===== config.mk =====
export PLATFORM = sky130hd
export DESIGN_NAME = viterbi_ctrl
export DESIGN_NICKNAME = d
export VERILOG_FILES = /design/src/rtl/viterbi_pkg.sv /design/src/rtl/viterbi_step_cnt.sv /design/src/rtl/viterbi_ctrl.sv
export SDC_FILE = /design/constraint.sdc
export NUM_CORES = 1
export LEC_CHECK = 0
export BUFFER_PORTS_ARGS = -buffer_cell sky130_fd_sc_hd__buf_4
export CORE_UTILIZATION = 42
export CTS_BUF_LIST = sky130_fd_sc_hd__clkbuf_4 sky130_fd_sc_hd__clkbuf_8 sky130_fd_sc_hd__clkbuf_16
export CTS_CLUSTER_SIZE = 20
export DETAILED_ROUTE_END_ITERATION = 10
export HOLD_SLACK_MARGIN = 0.15
export PLACE_DENSITY = 0.73
export SYNTH_ARGS = -nofsm -noshare
export SYNTH_HDL_FRONTEND = slang
export SYNTH_SLANG_ARGS = --single-unit

===== constraint.sdc =====
create_clock -name i_clk -period 1.3 [get_ports i_clk]
set_input_delay 0.13 -clock i_clk [delete_from_list [all_inputs] [get_ports i_clk]]
set_output_delay 0.13 -clock i_clk [all_outputs]
set_load 0.03 [all_outputs]

===== src/rtl/viterbi_pkg.sv =====
// Shared types and default sizing for the Viterbi frame sequencer.
package viterbi_pkg;

  localparam int VIT_FRAME_LEN = 16;
  localparam int VIT_SIZE_DATA = 2;

  typedef enum logic [2:0] {
    IDLE,
    CLEAR,
    ACS,
    TRACE,
    DONE
  } vit_state_t;

endpackage


===== src/rtl/viterbi_step_cnt.sv =====
// Loadable up/down counter with enable and a terminal-count compare.
module viterbi_step_cnt #(
  parameter int ADDR_W = 4
) (
  input  logic              clk,
  input  logic              rst_n,
  input  logic              load,
  input  logic [ADDR_W-1:0] load_val,
  input  logic              en,
  input  logic              up,
  input  logic [ADDR_W-1:0] term,
  output logic [ADDR_W-1:0] cnt,
  output logic              tc
);

  always_ff @(posedge clk or negedge rst_n) begin
    if (!rst_n) begin
      cnt <= '0;
    end else if (load) begin
      cnt <= load_val;
    end else if (en) begin
      cnt <= up ? cnt + ADDR_W'(1) : cnt - ADDR_W'(1);
    end
  end

  assign tc = (cnt == term);

endmodule


===== src/rtl/viterbi_ctrl.sv =====
// Frame sequencer for the hard-decision Viterbi datapath: metric clear,
// per-symbol ACS/survivor writes, then a newest-to-oldest traceback walk.
//
//   state | meaning
//   IDLE  | waiting for i_start
//   CLEAR | path metrics cleared, step counter reset
//   ACS   | accepting symbols, one ACS update + survivor write per handshake
//   TRACE | walking survivor read addresses FRAME_LEN-1 down to 0
//   DONE  | one-cycle end-of-frame pulse
module viterbi_ctrl
  import viterbi_pkg::*;
#(
  parameter int FRAME_LEN = VIT_FRAME_LEN,
  parameter int SIZE_DATA = VIT_SIZE_DATA,
  parameter int ADDR_W    = $clog2(FRAME_LEN)
) (
  input  logic                 i_clk,
  input  logic                 i_rst_n,
  input  logic                 i_start,
  input  logic                 i_valid,
  input  logic [SIZE_DATA-1:0] i_data,
  output logic                 o_ready,
  output logic [SIZE_DATA-1:0] o_sym,
  output logic                 o_pm_clear,
  output logic                 o_acs_en,
  output logic                 o_sm_we,
  output logic [ADDR_W-1:0]    o_sm_waddr,
  output logic                 o_tb_en,
  output logic                 o_tb_first,
  output logic [ADDR_W-1:0]    o_tb_raddr,
  output logic                 o_busy,
  output logic                 o_done
);

  localparam logic [ADDR_W-1:0] LAST_STEP = ADDR_W'(FRAME_LEN - 1);

  vit_state_t        state, state_nxt;
  logic              hs;
  logic              step_load, step_en, step_tc;
  logic              tb_load, tb_cnt_en, tb_tc;
  logic [ADDR_W-1:0] step_cnt, tb_cnt;

  assign hs    = (state == ACS) && i_valid;
  assign o_sym = i_data;

  always_ff @(posedge i_clk or negedge i_rst_n) begin
    if (!i_rst_n) begin
      state <= IDLE;
    end else begin
      state <= state_nxt;
    end
  end

  always_comb begin
    state_nxt = state;
    case (state)
      IDLE:    if (i_start) state_nxt = CLEAR;
      CLEAR:   state_nxt = ACS;
      ACS:     if (hs && step_tc) state_nxt = TRACE;
      TRACE:   if (tb_tc) state_nxt = DONE;
      DONE:    state_nxt = IDLE;
      default: state_nxt = IDLE;
    endcase
  end

  always_comb begin
    o_ready    = 1'b0;
    o_pm_clear = 1'b0;
    o_acs_en   = 1'b0;
    o_sm_we    = 1'b0;
    o_sm_waddr = '0;
    o_tb_en    = 1'b0;
    o_tb_first = 1'b0;
    o_tb_raddr = '0;
    o_done     = 1'b0;
    o_busy     = (state != IDLE);
    step_load  = 1'b0;
    step_en    = 1'b0;
    tb_load    = 1'b0;
    tb_cnt_en  = 1'b0;
    case (state)
      CLEAR: begin
        o_pm_clear = 1'b1;
        step_load  = 1'b1;
      end
      ACS: begin
        o_ready = 1'b1;
        if (hs) begin
          o_acs_en   = 1'b1;
          o_sm_we    = 1'b1;
          o_sm_waddr = step_cnt;
          step_en    = 1'b1;
          tb_load    = step_tc;
        end
      end
      TRACE: begin
        o_tb_en    = 1'b1;
        o_tb_raddr = tb_cnt;
        o_tb_first = (tb_cnt == LAST_STEP);
        tb_cnt_en  = 1'b1;
      end
      DONE:    o_done = 1'b1;
      default: ;
    endcase
  end

  viterbi_step_cnt #(.ADDR_W(ADDR_W)) u_step_cnt (
    .clk      (i_clk),
    .rst_n    (i_rst_n),
    .load     (step_load),
    .load_val ('0),
    .en       (step_en),
    .up       (1'b1),
    .term     (LAST_STEP),
    .cnt      (step_cnt),
    .tc       (step_tc)
  );

  // Traceback counter is preloaded on the final handshake and counts down to 0.
  viterbi_step_cnt #(.ADDR_W(ADDR_W)) u_tb_cnt (
    .clk      (i_clk),
    .rst_n    (i_rst_n),
    .load     (tb_load),
    .load_val (LAST_STEP),
    .en       (tb_cnt_en),
    .up       (1'b0),
    .term     ('0),
    .cnt      (tb_cnt),
    .tc       (tb_tc)
  );

endmodule


Word-level counts from Yosys, hierarchy flattened
Index checks and enable logic that the tools add are counted.
{"block": "word_totals", "regBits": 11, "latch_bits": 0, "ramBits": 0, "rom_bits": 0, "input_bits": 6, "out_inout_bits": 18, "elab_cells": 42, "memories": 0}
{"block": "classes", "add_sub_neg": 2, "multipliers": 0, "n_div": 0, "n_lt_le_gt_ge": 0, "n_eq_ne": 9, "shifts": 0, "muxes": 20, "bitwise": 0, "n_reduce_logical": 8}
{"op": "2-to-1 mux 4 bit", "count": 7}
{"op": "case mux 3 bit (4 select lines)", "count": 1}
{"op": "2-to-1 mux 1 bit", "count": 9}
{"op": "2-to-1 mux 3 bit", "count": 3}
{"op": "== test 4 bit, second input constant", "count": 2}
{"op": "== test 3 x 2 -> 1 bit, second input constant", "count": 2}
{"op": "adder 4 x 1 -> 4 bit, second input constant", "count": 1}
{"op": "zero test 4 bit", "count": 1}
{"op": "!= test 2 bit, second input constant", "count": 2}
{"op": "nonzero test 2 bit", "count": 2}
{"op": "subtractor 4 x 1 -> 4 bit, second input constant", "count": 1}
{"op": "== test 3 x 1 -> 1 bit, second input constant", "count": 1}
{"op": "== test 3 bit, second input constant", "count": 1}
{"op": "zero test 3 bit", "count": 1}
{"op": "AND reduction 3 bit", "count": 1}
{"op": "nonzero test 3 bit", "count": 1}
{"op": "logical AND 1 bit", "count": 2}
{"op": "!= test 2 x 1 -> 1 bit, second input constant", "count": 1}

Logic depth before layout (Yosys ltp)
Gate-level depths: netlist (run 1).
{"block": "depth", "ltp_word": 6, "depth_mapped": 5}

By module
Synthesis (run 1) repeated with hierarchy kept, for this count alone.
{"block": "unflattened", "cells_unflattened": 106, "hier_area_um2": 1043.5}
{"module": "viterbi_step_cnt", "instances": 2, "cells_per_inst": 36, "area_each_um2": 374.1, "seq_area_each_um2": 100.1}
{"module": "viterbi_ctrl", "instances": 1, "cells_per_inst": 34, "area_each_um2": 295.3, "seq_area_each_um2": 75.1}

Worst setup path after synthesis (run 1)
Ideal clock, no wire load.
{"block": "synth_timing", "path_kind": "reg2reg", "start": "reg state[1]", "end": "reg u_step_cnt.cnt[2]", "setup_ns": 0.125, "t_arrival_ns": 1.613, "required_ns": 1.175, "setup_slack_ns": -0.438, "stages_incl_launch_ff": 4, "period_less_slack_ns": 1.738, "cell_sequence": "dfrtp_1 nor3b_1 nand2b_1 mux2i_1"}
{"block": "synth_via", "word_cells_on_any_way": 8, "classes_between": "2 x eq/ne; 4 x mux; 2 x reduce/logical"}
{"element": "start: declaration", "line": "viterbi_ctrl.sv:37", "text": "vit_state_t state, state_nxt;"}
{"element": "start signal: assignment", "line": "viterbi_ctrl.sv:50", "text": "state <= state_nxt;"}
{"element": "== test 3 x 1 -> 1 bit *"}
{"element": "2-to-1 mux 1 bit *"}
{"element": "via o_pm_clear", "line": "viterbi_ctrl.sv:24", "text": "output logic o_pm_clear,"}
{"element": "2-to-1 mux 4 bit or nonzero test 2 bit (tied branches)"}
{"element": "end signal: assignment", "line": "viterbi_step_cnt.sv:20", "text": "cnt <= load_val;"}
{"element": "end signal: assignment", "line": "viterbi_step_cnt.sv:22", "text": "cnt <= up ? cnt + ADDR_W'(1) : cnt - ADDR_W'(1);"}
{"element": "end: declaration", "line": "viterbi_step_cnt.sv:12", "text": "output logic [ADDR_W-1:0] cnt,"}
The timed path passes the listed nets; every way through them passes the cells marked *.
A chain may end at the register's enable or synchronous reset.

Worst setup path after layout (run 1)
{"block": "layout_timing", "start": "reg state[2]", "end": "out o_tb_first"}
{"block": "layout_via", "elab_chain_cells": 2}
{"element": "== test 3 x 2 -> 1 bit", "line": "viterbi_ctrl.sv:81", "text": "case (state)"}
{"element": "2-to-1 mux 1 bit", "line": "viterbi_ctrl.sv:81"}
{"element": "end: declaration", "line": "viterbi_ctrl.sv:29", "text": "output logic o_tb_first,"}
No other way between the ends.

==> results of run 1 <==
-- logic make-up (layout without fill, tap and decap cells) --
family,Yosys count,count (layout),share of synthesized area (%)
flops,11,11,42.8
xor+xnor,1,1,1.36
compound gates,9,9,8.17
buf+inv,9,53,7.59
simple gates,34,34,31.1
mux,2,2,3.11
fa+ha+maj,3,3,5.84
-- worst paths after layout --
| path | start | end | cells after the start |
|---|---|---|---|
| min | i_rst_n | state[2] | 2 |
| max | state[2] | o_tb_first | 5 |
| max reg2reg | state[0] | state[0] | 4 |
| max in group asynchronous | i_rst_n | u_step_cnt.cnt[0] | 2 |
| min in group i_clk | i_data[0] | o_sym[0] | 0 |
| min reg2reg | u_step_cnt.cnt[2] | u_step_cnt.cnt[2] | 1 |
-- through the flow --
| step | setup TNS, ns | worst slack (ns) | hold WS (ns) | instances | instance area [µm²] |
|---|---|---|---|---|---|
| 2_1_floorplan | -0.433 | -0.193 | -0.166 | 69 | 668 |
| 3_3_place_gp | 0 | 0.00933 | -0.0259 | 110 | 882 |
| 3_5_place_dp | -0.0894 | -0.0463 | -0.0253 | 110 | 882 |
| 4_1_cts | -3.52 | -0.280 | 0.214 | 122 | 1060 |
| 5_1_grt | -6.12 | -0.360 | 0.227 | 128 | 1160 |
| 6_report | -4.75 | -0.297 | 0.224 | 128 | 1160 |
-- routing by layer --
metal	routed length, µm	global-route usage, %	vias up
met2	919	37.9	20
met3	79	4.89	7
met5	0	0	-
li1	-	-	323
met4	46	12.1	0
met1	874	29.9	321
-- sequential cells by signal, indices dropped and copies added, names as in the netlist --
register,cells
u_tb_cnt.cnt,4
state,3
u_step_cnt.cnt,4
-- cell type report --
| class | instances | share of cell area (%) |
|---|---|---|
| clock buffers | 4 | 2.59 |
| inverters | 5 | 1.83 |
| multi-input cells | 49 | 34.2 |
| flip-flops and latches | 11 | 23.7 |
| well taps | 15 | 1.62 |
| repair buffers | 44 | 36.0 |
-- worst register-to-register path, stage by stage (launching register included) --
cell and delay [ns]:
dfrtp_1 0.42, and4bb_2 0.37, buf_4 0.13, nand4_1 0.25, o211ai_1 0.19
-- cells in the final DEF, fill, tap and decap left out, types with 2 or more instances in the layout --
cell type	count
inv_1	2
a21oi_1	2
nor3_1	2
ha_1	2
buf_6	22
nand2_1	4
dfrtp_1	11
and2_4	7
inv_2	2
nor2_2	2
dlygate4sd3_1	2
o211ai_1	2
nor2_1	5
buf_4	20
and3_4	2
clkbuf_4	4
mux2i_1	2
-- repair_timing --
item | CTS | global route
setup buffers | 6 | 8
resized for setup | 22 | 18
setup endpoints to repair | 18 | 25
hold buffers | 2 | 0
endpoints found under the hold margin | 12 | 0
pin swaps | 4 | 7
-- power groups by stage --
stage	sequential, mW	clock, mW	combinational, mW
finish	0.660	0.269	2.10
global route	0.681	0.286	2.26
global placement	0.629	0	1.47
detailed placement	0.641	0	1.51
CTS	0.634	0.274	1.77
floorplan	0.621	0	0.976
==> key figures, run 1 <==
Run status
  – Status: finished with violations
  – Failing checks: negative setup slack

STA
  – RSZ-0062 raised after global routing: true
  – Slew headroom: 80.2%
  – Max Clk Rate: 626 MHz
  – Hold Vio Cnt, Final: 0
  – Worst-Margin Slew: between 0.2 and 0.3 ns
  – Final setup vio count: 25
  – Fin. max-slew vios: 0
  – Min Tclk post-route: between 1.5 and 2 ns
  – Tcrit/Tclk final: 123%
  – Post-route setup slack: -0.297 ns
  – Clock Skews: about 0.0026 ns

Global routing
  – Gr usage total: 23.7%
  – Antenna violations before repair: 0
  – Grt ovf: 0
  – Pin count of the biggest net entering global routing: 12
  – Number of global-route vias before repair: 582
  – First-pass GRT wire length: 2550 µm

Final layout
  – Reg area: 275 µm²
  – N_diodes: 0
  – Layout cells sized above 1: 62.8%
  – Filler cell count: 66
  – Area occupied by multi-input gates: 397 µm²
  – Fin util: 84.9%
  – Final net count: 123
  – Synth-to-Final Area Change: 80.3%

Power and ir drop
  – Switching Fraction: a little over two fifths
  – VDD IR-drop max: 0.00164 V
  – Sequential cell fraction of total power: 21.8%
  – Leak: 0.566 nW
  – Power consumption: about 3 mW
  – Gate power share: 69.4%
  – Psw: 1.31 mW
  – Clock share of power: 8.9%
  – Power Internal: 1.72 mW
  – Pwr Density: 2620 mW/mm²

Die
  – IO Count: 24
  – Die Area: 0.00169 mm²
  – Placement Rows: 13
  – Core area: around 0.0014 mm²
  – DIE HEIGHT: between 40 and 50 µm
  – Die X: 41.1 µm
  – Starting Density: 47.1%

Setup path
  – R2R Setup Slk: -0.14 ns
  – WS Path Type: reg -> out
  – Cell family with most CP delay: simple AND/OR/NAND/NOR gates
  – Worst Path Arrival: 1.47 ns
  – Slowest stage delay, CP: 0.41 ns
  – Crit path launch type: register
  – Worst-path maximum fanout: 4
  – Worst EP required: 1.17 ns
  – CP cell instances: nand3b_1, inv_4, and2_4, and3_4, buf_6
  – Buffers & Inverters on Critical Path: 2
  – CP max-delay cell: dfrtp_1
  – Critical path capture point type: output pin

Yosys
  – Cell taking the most area after synthesis: dfrtp_1
  – Avg Inst Size Synth: 9.32 µm²
  – Ys Warns: 0
  – Top cell type's share of synthesized area: a little over two fifths
  – Asr flop ratio synth: 100%
  – Yosys cell types: 26
  – Register bit total from synthesis: 11
  – Primary FF master, synth: dfrtp_1
  – Top cells by area, synth: dfrtp_1 (43%), ha_1 (5.8%), buf_4 (4.7%), nor2_1 (4.7%), and2_1 (3.9%)
  – Post-Syn Nets: 78
  – Register area share after synthesis: 42.8%
  – Top-count cell post-synth: dfrtp_1
  – Commonest cells post-synth: dfrtp_1 (11), nor2_1 (8)
  – Mapped Cells: 69
  – Post-synth EDFFs: 0
  – Cell area after synthesis: 643 µm²

Clock tree
  – CTS clk-pin slew, worst paths: 0.08 ns
  – # H-tree levels: 1
  – Num Clock Sinks: 11
  – Clk Latency, worst-skew pair: 0.28 ns
  – Root Buffer: clkbuf_4
  – CTS tree: yes
  – Bufs on Longest Clock Path: 2
  – Num CTS Buffers: 3

Flow run
  – Max-cap viol count: 0

Drt
  – Iteration-0 DRC count of the detailed router: 13
  – Routed WL: around 1900 µm
  – Vias/cell: 5.24
  – DRT antenna net count: 0
  – First-pass detailed-route iteration total: 4
  – Wire length per cell: 15.0 µm
  – DR vias: 671
  – Drc violations: 0

Placed design
  – Dpl hpwl: ~1100 µm
  – Placer congestion estimate: 0.765
  – Port buffer count: 19

Hold path
  – Hold/Removal Path Class: in -> async
Note: power is estimated with default switching activity, not from simulation.
==> run 2, diff against run 1 <==
--- a/config.mk
+++ b/config.mk
@@ -11,7 +11,7 @@
 export CTS_CLUSTER_SIZE = 20
 export DETAILED_ROUTE_END_ITERATION = 10
 export HOLD_SLACK_MARGIN = 0.15
-export PLACE_DENSITY = 0.73
+export PLACE_DENSITY = 0.74
 export SYNTH_ARGS = -nofsm -noshare
 export SYNTH_HDL_FRONTEND = slang
 export SYNTH_SLANG_ARGS = --single-unit
==> run 2 against run 1 <==
Compared with the run above: power fell by 5.3%; non-clock buffer count down 2; first-iteration DRC count shrank 62%; sequential share of layout area up 0.82 points; final area decreased by 2.9%; worst hold slack got worse by 0.019 ns; global-route usage shrank 1.9 points; fmax rose by 0.30%; the run still ends with negative setup slack left; core utilization is 2.5 points lower; cell count is 1.6% lower; clock power is essentially flat.
==> key figures, run 2 (synthesis gave the netlist of run 1 again) <==
Drt
  – Vias/cell: 5.14
  – Met1 Wirelength: 772 µm
  – Uppermost layer routed: met4
  – DRT antenna net count: 0
  – First-pass detailed-route iteration total: 4
  – Iteration-0 DRC count of the detailed router: 5
  – Met3 WL post-DR: 81 µm
  – Drc violations: 0
  – Wire length per cell: 13.6 µm
  – Met2 Wirelength: ~850 µm
  – DR vias: about 650
  – Routed WL: 1720 µm

Power and ir drop
  – Pwr Density: 2550 mW/mm²
  – Clock share of power: approximately a tenth
  – Leak: 0.558 nW
  – Power consumption: approximately 2.9 mW
  – Sequential cell fraction of total power: 23.0%
  – VDD IR-drop max: between 0.001 and 0.0015 V
  – Psw: between 1 and 1.5 mW
  – Gate power share: 67.5%
  – Switching Fraction: 43.3%
  – Power Internal: 1.63 mW

Clock tree
  – CTS clk-pin slew, worst paths: 0.08 ns
  – Clk Latency, worst-skew pair: 0.29 ns
  – Bufs on Longest Clock Path: 2
  – Num Clock Sinks: 11
  – CTS tree: yes
  – # H-tree levels: 1
  – Num CTS Buffers: 3
  – Root Buffer: clkbuf_4

Placed design
  – Dpl hpwl: 1020 µm
  – Port buffer count: 19
  – Placer congestion estimate: between 0.7 and 0.8

Setup path
  – Cell family with most CP delay: simple AND/OR/NAND/NOR gates
  – CP max-delay cell: dfrtp_1
  – CP cell instances: and4bb_2, buf_6, and2_4, buf_6
  – R2R Setup Slk: -0.07 ns
  – Crit path launch type: register
  – Worst EP required: 1.17 ns
  – Crit path launch: state[0]
  – CP Depth: 4
  – Buffers & Inverters on Critical Path: 2
  – Worst-path maximum fanout: 6
  – Worst Path Arrival: 1.46 ns
  – Slowest stage delay, CP: ~0.42 ns
  – FF-to-FF path depth: 5
  – CP Capture Point: o_sm_waddr[0]
  – Critical path capture point type: output pin
  – RR Endpoint: u_step_cnt.cnt[1]
  – FF-to-FF Start: state[0]
  – WS Path Type: reg -> out
  – Most used cell, CP: buf_6

STA
  – RSZ-0062 raised after global routing: true
  – Worst-Margin Slew: ~0.24 ns
  – Max Clk Rate: 628 MHz
  – Min Tclk post-route: 1.59 ns
  – Clock Skews: 0.00774 ns
  – Final setup vio count: 18
  – Fin. max-slew vios: 0
  – Tcrit/Tclk final: 122%
  – Worst Hold Slack: between 0.2 and 0.25 ns
  – Slew headroom: 84.2%
  – Post-route setup slack: -0.292 ns
  – Hold Vio Cnt, Final: 0

Global routing
  – Antenna violations before repair: 0
  – Pin count of the biggest net entering global routing: 12
  – Number of global-route vias before repair: 534
  – Grt ovf: 0
  – First-pass GRT wire length: 2280 µm
  – Gr usage total: between 20 and 25%

Die
  – Core area: ~0.0014 mm²
  – Starting Density: 47.1%
  – Die X: 41.1 µm
  – IO Count: 24
  – DIE HEIGHT: 41.1 µm
  – Die Area: about 0.0017 mm²
  – Placement Rows: 13

Final layout
  – Fin util: 82.4%
  – Final net count: 121
  – Synth-to-Final Area Change: 75.1%
  – Layout cells sized above 1: 60.4%
  – Top Registers: u_step_cnt.cnt (4), u_tb_cnt.cnt (4), state (3)
  – Most frequent cells in the layout: buf_4 (20), buf_6 (20), dfrtp_1 (10)
  – N_diodes: 0

Run status
  – Failing checks: negative setup slack
  – Status: finished with violations

Hold path
  – Hold/Removal Path Class: in -> async

Flow run
  – Max-cap viol count: 0
-- run 2: worst min-delay path by stage --
stage | start | endpoint | slack [ns] | cells past startpoint
floorplan | i_rst_n | state[0] | -0.17 | 0
CTS | i_rst_n | u_tb_cnt.cnt[1] | 0.22 | 2
global placement | i_rst_n | u_tb_cnt.cnt[1] | -0.03 | 1
finish | i_rst_n | u_tb_cnt.cnt[1] | 0.20 | 2
global route | i_rst_n | u_tb_cnt.cnt[0] | 0.20 | 2
detailed placement | i_rst_n | u_tb_cnt.cnt[1] | -0.03 | 1
-- run 2: cell type report --
class	count	area, µm²
Fill cell	82	240
Sequential cell	11	277
Multi-Input combinational cell	49	384
Clock buffer	4	30.0
Tap cell	15	18.8
Inverter	5	21.3
Timing Repair Buffer	42	395
-- run 2: per-layer routing --
layer / vias to the layer above / track usage [%]
met3: 2 / 8.15
met2: 16 / 33.6
met4: 0 / 9.68
met5: - / 0
met1: 312 / 26.8
li1: 318 / -
-- run 2: repair_timing --
action | in CTS | in global routing
gates resized for setup | 21 | 13
hold buffers | 2 | 0
endpoints found under the hold margin | 12 | 0
buffers inserted | 7 | 3
pin swaps | 3 | 5
setup endpoints to repair | 16 | 25
-- run 2: stage by stage --
stage | std cells | worst slack [ns] | cell area (µm²) | TNS [ns]
CTS | 123 | -0.267 | 1060 | -3.34
global route | 126 | -0.339 | 1130 | -4.92
detailed placement | 111 | -0.00247 | 890 | -0.00670
floorplan | 69 | -0.193 | 668 | -0.433
global placement | 111 | 0.0153 | 890 | 0
finish | 126 | -0.292 | 1130 | -3.87
-- run 2: power by group through the flow --
stage | sequential [mW] | combinational [mW] | clock [mW]
after floorplan | 0.621 | 0.976 | 0
after global routing | 0.676 | 2.08 | 0.293
after CTS | 0.637 | 1.77 | 0.270
after detailed placement | 0.645 | 1.52 | 0
final | 0.662 | 1.94 | 0.271
after global placement | 0.634 | 1.49 | 0
==> run 3, diff against run 2 <==
--- a/config.mk
+++ b/config.mk
@@ -5,7 +5,7 @@
 export SDC_FILE = /design/constraint.sdc
 export NUM_CORES = 1
 export LEC_CHECK = 0
-export BUFFER_PORTS_ARGS = -buffer_cell sky130_fd_sc_hd__buf_4
+export BUFFER_PORTS_ARGS = -buffer_cell sky130_fd_sc_hd__buf_2
 export CORE_UTILIZATION = 42
 export CTS_BUF_LIST = sky130_fd_sc_hd__clkbuf_4 sky130_fd_sc_hd__clkbuf_8 sky130_fd_sc_hd__clkbuf_16
 export CTS_CLUSTER_SIZE = 20
==> constraint.sdc (replaced) <==
create_clock -name i_clk -period 1.3 [get_ports i_clk]
set_input_delay 0.195 -clock i_clk [delete_from_list [all_inputs] [get_ports i_clk]]
set_output_delay 0.195 -clock i_clk [all_outputs]
set_load 0.03 [all_outputs]
==> run 3 against run 2 <==
Compared with the run above: the run still ends with negative setup slack left; clock power fell by 3%; first-iteration DRC count grew 20%; global-route usage grew 1.2 points; register-to-register slack worse by 0.17 ns; worst hold slack worse by 0.015 ns; sequential share of layout area is 0.44 points higher; die area unchanged; clock-buffer cell count unchanged; non-clock buffer count down 2; sequential power is 2% lower; critical path type unchanged.
==> key figures, run 3 (synthesis gave the netlist of run 1 again) <==
Run status
  – Status: finished with violations
  – Failing checks: negative setup slack

Setup path
  – FF-to-FF path depth: 6
  – RR Endpoint: u_step_cnt.cnt[1]
  – Worst EP required: approximately 1.1 ns
  – CP cell instances: and4bb_4, and2_4, buf_6
  – Critical path capture point type: output pin
  – Cell family with most CP delay: simple AND/OR/NAND/NOR gates
  – Slowest stage delay, CP: roughly 0.43 ns
  – Crit path launch type: register
  – Worst-path maximum fanout: 8
  – Worst Path Arrival: 1.42 ns
  – Buffers & Inverters on Critical Path: 1
  – R2R Setup Slk: -0.24 ns
  – FF-to-FF Start: state[0]
  – CP max-delay cell: dfrtp_1
  – WS Path Type: reg -> out

Drt
  – DRT antenna net count: 0
  – DR vias: roughly 620
  – Routed WL: 1770 µm
  – Vias/cell: 4.98
  – Wire length per cell: 14.3 µm
  – Drc violations: 0
  – Iteration-0 DRC count of the detailed router: 6
  – First-pass detailed-route iteration total: 4

Global routing
  – Pin count of the biggest net entering global routing: 12
  – Number of global-route vias before repair: ~580
  – First-pass GRT wire length: roughly 2400 µm
  – Antenna violations before repair: 0
  – Grt ovf: 0
  – Gr usage total: between 20 and 25%

Die
  – Die Area: 0.00169 mm²
  – Die X: 41.1 µm
  – IO Count: 24
  – Placement Rows: 13
  – DIE HEIGHT: about 41 µm
  – Core area: 0.00137 mm²
  – Starting Density: 47.1%

Clock tree
  – Num Clock Sinks: 11
  – Clk Latency, worst-skew pair: 0.27 ns
  – Root Buffer: clkbuf_4
  – # H-tree levels: 1
  – CTS tree: yes
  – Num CTS Buffers: 3
  – CTS clk-pin slew, worst paths: 0.08 ns
  – Bufs on Longest Clock Path: 2

Final layout
  – Synth-to-Final Area Change: 72.0%
  – N_diodes: 0
  – Fin util: 81.0%
  – Filler cell count: 80
  – Final net count: between 100 and 150
  – Fin area: 0.00111 mm²
  – Most common cell after layout, fill and taps aside: buf_6
  – Layout cells sized above 1: 63.3%
  – Top Registers: u_step_cnt.cnt (4), u_tb_cnt.cnt (4), state (3)
  – Most frequent cells in the layout: buf_6 (19), buf_4 (16), dfrtp_1 (10)

STA
  – Min Tclk post-route: 1.62 ns
  – RSZ-0062 raised after global routing: true
  – Tcrit/Tclk final: 124%
  – Slew headroom: between 80% and 90%
  – Post-route setup slack: -0.315 ns
  – Worst Hold Slack: 0.190 ns
  – Worst-Margin Slew: 0.268 ns
  – Hold Vio Cnt, Final: 0
  – Fin. max-slew vios: 0
  – Max Clk Rate: 619 MHz
  – Clock Skews: 0.00519 ns
  – Final setup vio count: 25

Power and ir drop
  – Leak: 0.543 nW
  – Pwr Density: 2630 mW/mm²
  – Power consumption: between 2 and 3 mW
  – VDD IR-drop max: 0.00161 V

Placed design
  – Port buffer count: 19
  – Placed Area: approximately 830 µm²
  – Dpl hpwl: 1070 µm
  – Placer congestion estimate: ~0.74

Flow run
  – Max-cap viol count: 0

Hold path
  – Hold/Removal Path Class: in -> reg
  – Hold depth: 3
  – Hold EP: state[0]
  – Worst min-delay path startpoint: i_start
[run 3: layer usage]
metal | wire length (µm) | vias to the layer above | GRT usage, % | share of wire [%]
met4 | 21 | 0 | 15.3 | 1.2
met1 | 786 | 290 | 26.5 | 44
li1 | - | 309 | - | -
met5 | 0 | - | 0 | 0
met3 | 57 | 2 | 3.26 | 3.2
met2 | 903 | 16 | 39.1 | 51
[run 3: worst max-delay path by stage]
stage	from	cells past startpoint	endpoint
finish	state[0]	3	o_sm_waddr[1]
global route	state[2]	5	o_tb_first
CTS	state[2]	5	o_tb_first
detailed placement	state[0]	4	u_step_cnt.cnt[1]
global placement	state[0]	3	o_sm_waddr[1]
floorplan	state[2]	4	o_tb_first
[run 3: power by group]
group | switching [mW] | internal, mW
registers | 0.159 | 0.493
clock network | 0.123 | 0.140
logic | 0.973 | 1.02
total | 1.26 | 1.65
[run 3: through the flow]
| step | setup TNS (ns) | cells | setup WS (ns) |
|---|---|---|---|
| 2_1_floorplan | -0.701 | 69 | -0.245 |
| 3_3_place_gp | -0.192 | 110 | -0.0356 |
| 3_5_place_dp | -0.379 | 110 | -0.0614 |
| 4_1_cts | -4.07 | 121 | -0.292 |
| 5_1_grt | -6.49 | 124 | -0.363 |
| 6_report | -5.07 | 124 | -0.315 |
[run 3: what timing repair did]
| action | 4_1_cts | 5_1_grt |
|---|---|---|
| gates cloned | 0 | 0 |
| pin swaps | 9 | 3 |
| gates resized for setup | 43 | 10 |
| hold buffers | 1 | 0 |
| hold endpoints to repair | 11 | 0 |
| setup endpoints to repair | 25 | 26 |
| setup buffers | 6 | 3 |
[run 3: worst register-to-register path, stage by stage (launching register included)]
cell and delay [ns]:
dfrtp_1 0.43, and4bb_4 0.43, buf_4 0.14, buf_6 0.08, buf_6 0.11, mux2i_1 0.19
nor2_1 0.06
[run 3: final cells by class]
class	count	area, µm²	share of cell area (%)
repair buffers	40	364	32.9
inverters	5	21.3	1.92
multi-input cells	49	395	35.7
well taps	15	18.8	1.70
clock buffers	4	30.0	2.71
flip-flops and latches	11	277	25.0
